## src/rtl/button_bus_master.sv

```systemverilog
// Bus initiator for the FPGA peripheral read bus: issues host reads, auto-reads
// the interrupt status address on each fpga_int rising edge, and reports each read as a one-cycle pulse.
module button_bus_master #(
  parameter int                DATA_W     = 24,
  parameter int                ADDR_W     = 2,
  parameter logic [ADDR_W-1:0] INT_ADDR   = '0,
  parameter int                TIMEOUT    = 1024,
  parameter int                GAP_CYCLES = 2
) (
  input  logic              clk,
  input  logic              rst,
  input  logic              req_valid,
  input  logic [ADDR_W-1:0] req_addr,
  output logic              req_ready,
  output logic              rsp_valid,
  output logic [DATA_W-1:0] rsp_data,
  output logic [ADDR_W-1:0] rsp_addr,
  output logic              rsp_int,
  output logic              rsp_timeout,
  output logic              fpga_ce,
  output logic [ADDR_W-1:0] fpga_addr,
  input  logic [DATA_W-1:0] fpga_data,
  input  logic              fpga_drdy,
  input  logic              fpga_int
);

  localparam int TCNT_W = $clog2(TIMEOUT + 1);
  localparam int GCNT_W = $clog2(GAP_CYCLES + 1);
  localparam logic [TCNT_W-1:0] TCNT_LAST = TCNT_W'(TIMEOUT - 1);
  localparam logic [GCNT_W-1:0] GCNT_LAST = GCNT_W'(GAP_CYCLES - 1);

  typedef enum logic [1:0] {IDLE, WAIT, GAP} state_t;

  state_t              state_reg, state_next;
  logic                int_q_reg, int_q_next;
  logic                int_pending_reg, int_pending_next;
  logic                src_int_reg, src_int_next;
  logic [TCNT_W-1:0]   tcnt_reg, tcnt_next;
  logic [GCNT_W-1:0]   gcnt_reg, gcnt_next;
  logic                fpga_ce_reg, fpga_ce_next;
  logic [ADDR_W-1:0]   fpga_addr_reg, fpga_addr_next;
  logic                req_ready_reg, req_ready_next;
  logic                rsp_valid_reg, rsp_valid_next;
  logic [DATA_W-1:0]   rsp_data_reg, rsp_data_next;
  logic [ADDR_W-1:0]   rsp_addr_reg, rsp_addr_next;
  logic                rsp_int_reg, rsp_int_next;
  logic                rsp_timeout_reg, rsp_timeout_next;
  logic                int_rise;
  logic                take_int;

  always_ff @(posedge clk) begin
    if (rst) begin
      state_reg       <= IDLE;
      int_q_reg       <= 1'b0;
      int_pending_reg <= 1'b0;
      src_int_reg     <= 1'b0;
      tcnt_reg        <= '0;
      gcnt_reg        <= '0;
      fpga_ce_reg     <= 1'b0;
      fpga_addr_reg   <= '0;
      req_ready_reg   <= 1'b0;
      rsp_valid_reg   <= 1'b0;
      rsp_data_reg    <= '0;
      rsp_addr_reg    <= '0;
      rsp_int_reg     <= 1'b0;
      rsp_timeout_reg <= 1'b0;
    end else begin
      state_reg       <= state_next;
      int_q_reg       <= int_q_next;
      int_pending_reg <= int_pending_next;
      src_int_reg     <= src_int_next;
      tcnt_reg        <= tcnt_next;
      gcnt_reg        <= gcnt_next;
      fpga_ce_reg     <= fpga_ce_next;
      fpga_addr_reg   <= fpga_addr_next;
      req_ready_reg   <= req_ready_next;
      rsp_valid_reg   <= rsp_valid_next;
      rsp_data_reg    <= rsp_data_next;
      rsp_addr_reg    <= rsp_addr_next;
      rsp_int_reg     <= rsp_int_next;
      rsp_timeout_reg <= rsp_timeout_next;
    end
  end

  always_comb begin
    state_next       = state_reg;
    src_int_next     = src_int_reg;
    tcnt_next        = tcnt_reg;
    gcnt_next        = gcnt_reg;
    fpga_ce_next     = fpga_ce_reg;
    fpga_addr_next   = fpga_addr_reg;
    rsp_valid_next   = 1'b0;
    rsp_data_next    = rsp_data_reg;
    rsp_addr_next    = rsp_addr_reg;
    rsp_int_next     = rsp_int_reg;
    rsp_timeout_next = rsp_timeout_reg;
    take_int         = 1'b0;
    int_rise         = fpga_int & ~int_q_reg;
    int_q_next       = fpga_int;

    case (state_reg)
      IDLE: begin
        if (int_pending_reg) begin
          fpga_addr_next = INT_ADDR;
          src_int_next   = 1'b1;
          fpga_ce_next   = 1'b1;
          tcnt_next      = '0;
          take_int       = 1'b1;
          state_next     = WAIT;
        end else if (req_valid && req_ready_reg) begin
          fpga_addr_next = req_addr;
          src_int_next   = 1'b0;
          fpga_ce_next   = 1'b1;
          tcnt_next      = '0;
          state_next     = WAIT;
        end
      end
      WAIT: begin
        // Data on the last allowed cycle wins over the timeout.
        if (fpga_drdy || tcnt_reg == TCNT_LAST) begin
          rsp_valid_next   = 1'b1;
          rsp_data_next    = fpga_drdy ? fpga_data : '0;
          rsp_timeout_next = ~fpga_drdy;
          rsp_addr_next    = fpga_addr_reg;
          rsp_int_next     = src_int_reg;
          fpga_ce_next     = 1'b0;
          gcnt_next        = '0;
          state_next       = GAP;
        end else begin
          tcnt_next = tcnt_reg + 1'b1;
        end
      end
      GAP: begin
        if (gcnt_reg == GCNT_LAST) begin
          state_next = IDLE;
        end else begin
          gcnt_next = gcnt_reg + 1'b1;
        end
      end
      default: state_next = IDLE;
    endcase

    // A fresh edge arriving while the previous interrupt is being taken stays pending.
    int_pending_next = int_rise | (int_pending_reg & ~take_int);
    req_ready_next   = (state_next == IDLE) & ~int_pending_next;
  end

  assign req_ready   = req_ready_reg;
  assign rsp_valid   = rsp_valid_reg;
  assign rsp_data    = rsp_data_reg;
  assign rsp_addr    = rsp_addr_reg;
  assign rsp_int     = rsp_int_reg;
  assign rsp_timeout = rsp_timeout_reg;
  assign fpga_ce     = fpga_ce_reg;
  assign fpga_addr   = fpga_addr_reg;

endmodule
```

## config.mk

```make
export PLATFORM = sky130hd
export DESIGN_NAME = button_bus_master
export DESIGN_NICKNAME = d
export VERILOG_FILES = /design/src/rtl/button_bus_master.sv
export SDC_FILE = /design/constraint.sdc
export NUM_CORES = 1
export LEC_CHECK = 0
export CORE_ASPECT_RATIO = 1.25
export CORE_UTILIZATION = 46
export DETAILED_ROUTE_END_ITERATION = 6
export GPL_TIMING_DRIVEN = 0
export PLACE_DENSITY = 0.85
export SLEW_MARGIN = 25
export SYNTH_ARGS = -nofsm -noshare
export SYNTH_HDL_FRONTEND = slang
export SYNTH_SLANG_ARGS = --single-unit
```

## constraint.sdc

```tcl
create_clock -name clk -period 2.4 [get_ports clk]
set_clock_uncertainty 0.15 [all_clocks]
set_input_delay 0.24 -clock clk [delete_from_list [all_inputs] [get_ports clk]]
set_output_delay 0.24 -clock clk [all_outputs]
set_load 0.02 [all_outputs]
```

==> key figures, run 1 <==
Outcome
  • Status: complete, no violations

Floorplanning
  • I/O pin count: 64
  • Die area: 0.00469 sq mm
  • Rows: 26
  • Starting Density: 0.488
  • Core area: 0.00416 sq mm
  • Die X-Extent: around 61 microns
  • Die span in y: roughly 76 microns

Synthesis
  • Register bit count reported by yosys: 51
  • Async S/R FF share, synth: 0
  • Post-Synthesis Cells: between 150 and 200
  • Top FF cell, synth: dfxtp_1
  • Sequential-to-total area share from yosys stat: 0.503
  • Synthesized cell area: just over 0.002 sq mm
  • Distinct cell type count after synthesis: 43
  • Yosys warning total: 0
  • Post-synth net total: 228
  • Syn avg cell area: ~10 sq um
  • Post-synth EDFFs: 0

Clocking
  • Max Buffers Root-to-Sink: 2
  • H-Tree Depth: 2
  • Num CTS Buffers: 5
  • Clock Pin Slew Worst Setup and Hold Paths: approximately 0.090 ns
  • Skew-Pair Late Insertion Delay: between 0.3 and 0.4 ns
  • TritonCTS clock tree: done
  • # Post-CTS Setup Buffers: 0
  • Post-CTS Hold Buffers: 0
  • CTS root buffer: clkbuf_8
  • CTS sink cnt: 51
  • Post-CTS sizing: 0

Worst hold path
  • Hold path cells: 2
  • Hold wc startpoint: rst
  • Worst min-delay path class: in -> reg
  • Worst Hold End: int_q_reg$_SDFF_PP0_

Placement
  • Dpl ws: 0.205 ns
  • RePlAce Congestion: roughly 0.85
  • Buffers on Ports: 62
  • Hpwl dp: 3520 microns

Timing
  • Slew HR: 0.465
  • Fin. Hold Viols: 0
  • Setup TNS: 0 ns
  • RSZ-0062 raised after global routing: no
  • Tmin final: 1.91 ns
  • Final hold slack: about 0.15 ns
  • Setup ws final: slightly below 0.5 ns
  • Worst Tran Pin Value: roughly 0.8 ns
  • Final worst-path cycle share: 0.795
  • Fmax: approximately 0.52 GHz
  • # setup viols final: 0
  • Fin. max-slew vios: 0

Routing
  • DR WL/cell: 15.1 microns
  • DRT iter0 DRCs: 49
  • Routed Antenna Nets: 0
  • Vias: 1744
  • Drt total wl: 4830 microns
  • 1st-pass router iterations: 4
  • Avg Vias per Cell: between 5 and 6
  • DRC viols: 0

Worst setup path
  • Delay-heaviest family, CP: simple AND/OR/NAND/NOR gates
  • CP peak stage delay: about 0.41 ns
  • FF-to-FF End: tcnt_reg[10]$_SDFFE_PP0P_
  • Maximum fanout along the worst path: 6
  • Reg2reg path depth: 5
  • Startpoint Class: register
  • Critical Path End Type: register
  • Crit-path cells: ha_1 > and3_1 > nand3_1 > and2_1 > o311a_1
  • RR Startpoint: tcnt_reg[0]$_SDFFE_PP0P_
  • CP max stage cell: dfxtp_1
  • WS Path Type: reg -> reg
  • Worst path bufs/invs: 0
  • R2r setup slk: around 0.49 ns
  • Worst Path Arrival: between 1.5 and 2 ns
  • Worst path required time: roughly 2.4 ns

Layout
  • Share of cells above drive strength 1: 0.0943
  • Multi-input logic area: a little over 900 sq um
  • Reg area: about 0.0010 sq mm
  • Nets: ~300
  • Area Overhead vs Synth: 39.6%
  • Max FFs per register: 24
  • Filler cells: between 300 and 400
  • N_diodes: 0

GRT
  • Vias in the first global route: roughly 1700
  • GR Util All Layers: 0.215
  • First-pass GRT wire length: around 7600 microns
  • Largest net degree at the start of global routing: 17
  • Antenna violations before repair: 0
  • GRT overflow: 0

Pwr
  • P_leak: between 1 and 1.5 nW
  • Power per cell area: roughly 600 mW/mm^2
  • Peak supply drop: roughly 350 uV

Flow run
  • Max-capacitance violation count: 0
## area by class of cell
| type | instances | share of cell area |
|---|---|---|
| tap | 56 | 0.0247 |
| inverter | 5 | 0.00662 |
| clock buffer | 5 | 0.0243 |
| multi-input combinational | 126 | 0.322 |
| buffer | 13 | 0.0274 |
| sequential | 51 | 0.360 |
| timing repair buffer | 62 | 0.219 |
| clock inverter | 3 | 0.0155 |
## how the worst max path moves through the flow
stage / startpoint / to / slack [ns] / depth (start not counted)
after floorplan: req_ready$_SDFF_PP0_ / tcnt_reg[7]$_SDFFE_PP0P_ / 0.69 / 5
after global placement: req_valid / tcnt_reg[7]$_SDFFE_PP0P_ / 0.24 / 6
after detailed placement: req_valid / tcnt_reg[7]$_SDFFE_PP0P_ / 0.20 / 6
after CTS: tcnt_reg[0]$_SDFFE_PP0P_ / tcnt_reg[10]$_SDFFE_PP0P_ / 0.49 / 5
after global routing: tcnt_reg[0]$_SDFFE_PP0P_ / tcnt_reg[3]$_SDFFE_PP0P_ / 0.37 / 6
final: tcnt_reg[0]$_SDFFE_PP0P_ / tcnt_reg[10]$_SDFFE_PP0P_ / 0.49 / 5
## stage by stage
step	power, mW	utilization	cell area [sq um]	cells
6_report	1.74	0.681	2830	321
5_1_grt	1.81	0.681	2830	321
4_1_cts	1.75	0.681	2830	321
2_1_floorplan	1.04	-	2030	195
3_5_place_dp	1.17	0.654	2720	313
3_3_place_gp	1.16	0.654	2720	313
## power by group
group          switching [mW]  internal [mW]  total [mW]
Combinational           0.121          0.127       0.248
Sequential             0.0219          0.877       0.899
Clock                   0.278          0.310       0.588
## Yosys cell counts (all sizes together), types with 2 or more instances
master | number | share of area
a2111o | 2 | 0.011
a2111oi | 2 | 0.015
a21o | 4 | 0.015
a21oi | 13 | 0.032
a22o | 24 | 0.10
and3 | 3 | 0.0092
buf | 8 | 0.029
clkbuf | 5 | 0.0092
dfxtp | 51 | 0.50
ha | 2 | 0.012
inv | 5 | 0.0092
mux2i | 6 | 0.030
nand2 | 20 | 0.037
nand2b | 3 | 0.0092
nand3 | 9 | 0.022
nand4 | 3 | 0.012
nand4b | 3 | 0.013
nor2 | 5 | 0.013
nor2b | 2 | 0.0074
nor3 | 3 | 0.0074
o21a | 2 | 0.0074
o21ai | 4 | 0.0099
## cells by family (layout without fill, tap and decap cells)
group / count (synthesis) / after routing / synth area share
compound gates: 61 / 61 / 0.251
fa+ha+maj: 2 / 2 / 0.0123
buf+inv: 18 / 88 / 0.0474
flops: 51 / 51 / 0.503
mux: 6 / 6 / 0.0296
simple gates: 57 / 57 / 0.157
## placed cells by master, fill, tap and decap left out, types with 3 or more instances in the layout
cell type	synthesis	layout
nand4b_1	3	3
clkdlybuf4s50_1	0	62
buf_2	5	5
nor3_1	3	3
and3_1	3	3
dfxtp_1	51	51
a21oi_1	13	13
clkbuf_8	0	5
clkbuf_1	5	5
a21o_1	4	4
nand3_1	9	9
nor2_1	4	4
mux2i_1	6	6
nand2_1	20	20
buf_6	3	3
inv_1	5	5
a22o_1	24	24
o21ai_1	3	3
nand2b_1	3	3
## routing by layer
metal / global-route usage / routed length [microns] / up-vias
met1: 0.241 / 2070 / 809
met3: 0.0526 / 390 / 10
met5: 0 / 0 / -
li1: - / - / 860
met4: 0.104 / 91 / 0
met2: 0.364 / 2290 / 65
(Power assumes the default switching activity.)
==> run 2: changes to the inputs <==
==> constraint.sdc (replaced) <==
create_clock -name clk -period 2 [get_ports clk]
set_clock_uncertainty 0.15 [all_clocks]
set_input_delay 0.2 -clock clk [delete_from_list [all_inputs] [get_ports clk]]
set_output_delay 0.2 -clock clk [all_outputs]
set_load 0.02 [all_outputs]
==> key figures, run 2 (same netlist as run 1, synthesis figures left out) <==
Flow run
  • Max-capacitance violation count: 0

GRT
  • Vias in the first global route: around 1700
  • Largest net degree at the start of global routing: 17
  • GR Util All Layers: 0.215
  • Antenna violations before repair: 0
  • First-pass GRT wire length: ~7600 microns
  • GRT overflow: 0

Clocking
  • Post-CTS Hold Buffers: 0
  • Max Buffers Root-to-Sink: 2
  • Clock Pin Slew Worst Setup and Hold Paths: around 0.090 ns
  • Skew-Pair Late Insertion Delay: approximately 0.30 ns
  • CTS root buffer: clkbuf_8
  • CTS sink cnt: between 50 and 60
  • Num CTS Buffers: 5
  • H-Tree Depth: 2
  • TritonCTS clock tree: done

Placement
  • Buffers on Ports: just over 60
  • Hpwl dp: 3520 microns
  • RePlAce Congestion: ~0.85
  • Dpl cell area: between 0.002 and 0.003 sq mm

Routing
  • DRC viols: 0
  • Vias: 1767
  • 1st-pass router iterations: 4
  • Routed Antenna Nets: 0
  • DRT iter0 DRCs: 58
  • Avg Vias per Cell: 5.47
  • Drt total wl: 4940 microns
  • DR WL/cell: roughly 15 microns

Timing
  • Fin. Hold Viols: 0
  • Slew HR: 0.455
  • # setup viols final: 0
  • Fmax: ~0.52 GHz
  • Worst Tran Pin Value: approximately 0.8 ns
  • Tmin final: about 1.9 ns
  • Final worst-path cycle share: 0.955
  • Fin. max-slew vios: 0
  • Setup TNS: 0 ns

Layout
  • Area Overhead vs Synth: 40.7%
  • Nets: 299
  • Filler cells: 352
  • Most frequent cells in the layout: 62 x clkdlybuf4s50_1, 49 x dfxtp_1, 24 x a22o_1
  • Cell area after layout: roughly 0.0029 sq mm
  • N_diodes: 0
  • Max FFs per register: 24
  • Share of cells above drive strength 1: 0.112
  • Commonest non-fill, non-tap cell in the layout: clkdlybuf4s50_1

Floorplanning
  • Core area: ~0.0042 sq mm
  • Die span in y: 76.3 microns
  • I/O pin count: 64
  • Die X-Extent: about 61 microns
  • Rows: 26
  • Die area: approximately 0.0047 sq mm
  • Starting Density: 0.488

Pwr
  • P_leak: around 1.0 nW
  • Total power draw: around 2.1 mW
  • Peak supply drop: between 400 and 500 uV
  • Power per cell area: 732 mW/mm^2

Worst setup path
  • Startpoint Class: register
  • WS Path Type: reg -> reg
  • Critical Path End Type: register
  • Worst path required time: 2.08 ns
  • Reg2reg path depth: 6
  • Worst Path Arrival: just under 2 ns
  • R2r setup slk: slightly above 0.09 ns
  • RR Startpoint: tcnt_reg[0]$_SDFFE_PP0P_
  • FF-to-FF End: tcnt_reg[7]$_SDFFE_PP0P_
  • Maximum fanout along the worst path: 5

Worst hold path
  • Hold path cells: 2
  • Worst Hold End: int_q_reg$_SDFF_PP0_
  • Hold wc startpoint: rst
  • Worst min-delay path class: in -> reg

Outcome
  • Status: complete, no violations
run 2: through the flow:
step | util | setup slack [ns] | hold slack, ns | instances
after detailed placement | 0.654 | -0.155 | 0.293 | 313
after floorplan | - | 0.292 | 0.175 | 195
after global routing | 0.686 | -0.00537 | 0.124 | 323
after CTS | 0.681 | 0.0906 | 0.104 | 321
after global placement | 0.654 | -0.116 | 0.284 | 313
final | 0.686 | 0.0909 | 0.103 | 323
run 2: cell type report:
class / count / area, sq um / area share
flip-flops and latches: 51 / 1020 / 0.358
clock buffers: 5 / 68.8 / 0.0241
inverters: 5 / 18.8 / 0.00657
repair buffers: 64 / 636 / 0.223
clock inverters: 3 / 43.8 / 0.0153
multi-input cells: 126 / 918 / 0.322
well taps: 56 / 70.1 / 0.0245
plain buffers: 13 / 77.6 / 0.0272
run 2: how the worst max path moves through the flow:
| stage | from | endpoint | slack, ns | depth (start not counted) |
|---|---|---|---|---|
| 2_1_floorplan | req_ready$_SDFF_PP0_ | tcnt_reg[7]$_SDFFE_PP0P_ | 0.29 | 5 |
| 3_3_place_gp | req_valid | tcnt_reg[7]$_SDFFE_PP0P_ | -0.12 | 6 |
| 3_5_place_dp | req_valid | tcnt_reg[7]$_SDFFE_PP0P_ | -0.16 | 6 |
| 4_1_cts | tcnt_reg[0]$_SDFFE_PP0P_ | tcnt_reg[10]$_SDFFE_PP0P_ | 0.09 | 5 |
| 5_1_grt | state_reg[1]$_SDFF_PP0_ | tcnt_reg[7]$_SDFFE_PP0P_ | -0.005 | 5 |
| 6_report | tcnt_reg[0]$_SDFFE_PP0P_ | tcnt_reg[7]$_SDFFE_PP0P_ | 0.09 | 6 |
run 2: power breakdown:
part	leakage (nW)	internal, mW	total, mW	switching (mW)
clock network	0.0581	0.373	0.708	0.335
logic	0.576	0.155	0.302	0.147
registers	0.414	1.05	1.08	0.0267
run 2: critical path, stage by stage, from the launching register on:
cell and delay, ns:
dfxtp_2 0.36, ha_1 0.24, nand4b_1 0.16, o31ai_4 0.11, buf_4 0.16, a2111oi_2 0.45
mux2i_1 0.22
run 2: routing by layer:
| metal | GRT usage | vias up | part of all wire |
|---|---|---|---|
| li1 | - | 864 | - |
| met1 | 0.241 | 836 | 0.42 |
| met5 | 0 | - | 0 |
| met3 | 0.0526 | 8 | 0.079 |
| met4 | 0.104 | 0 | 0.013 |
| met2 | 0.364 | 59 | 0.48 |
run 2: what timing repair did:
item,4_1_cts,5_1_grt
endpoints found under the setup margin,0,2
resized for setup,0,3
setup buffers,0,2
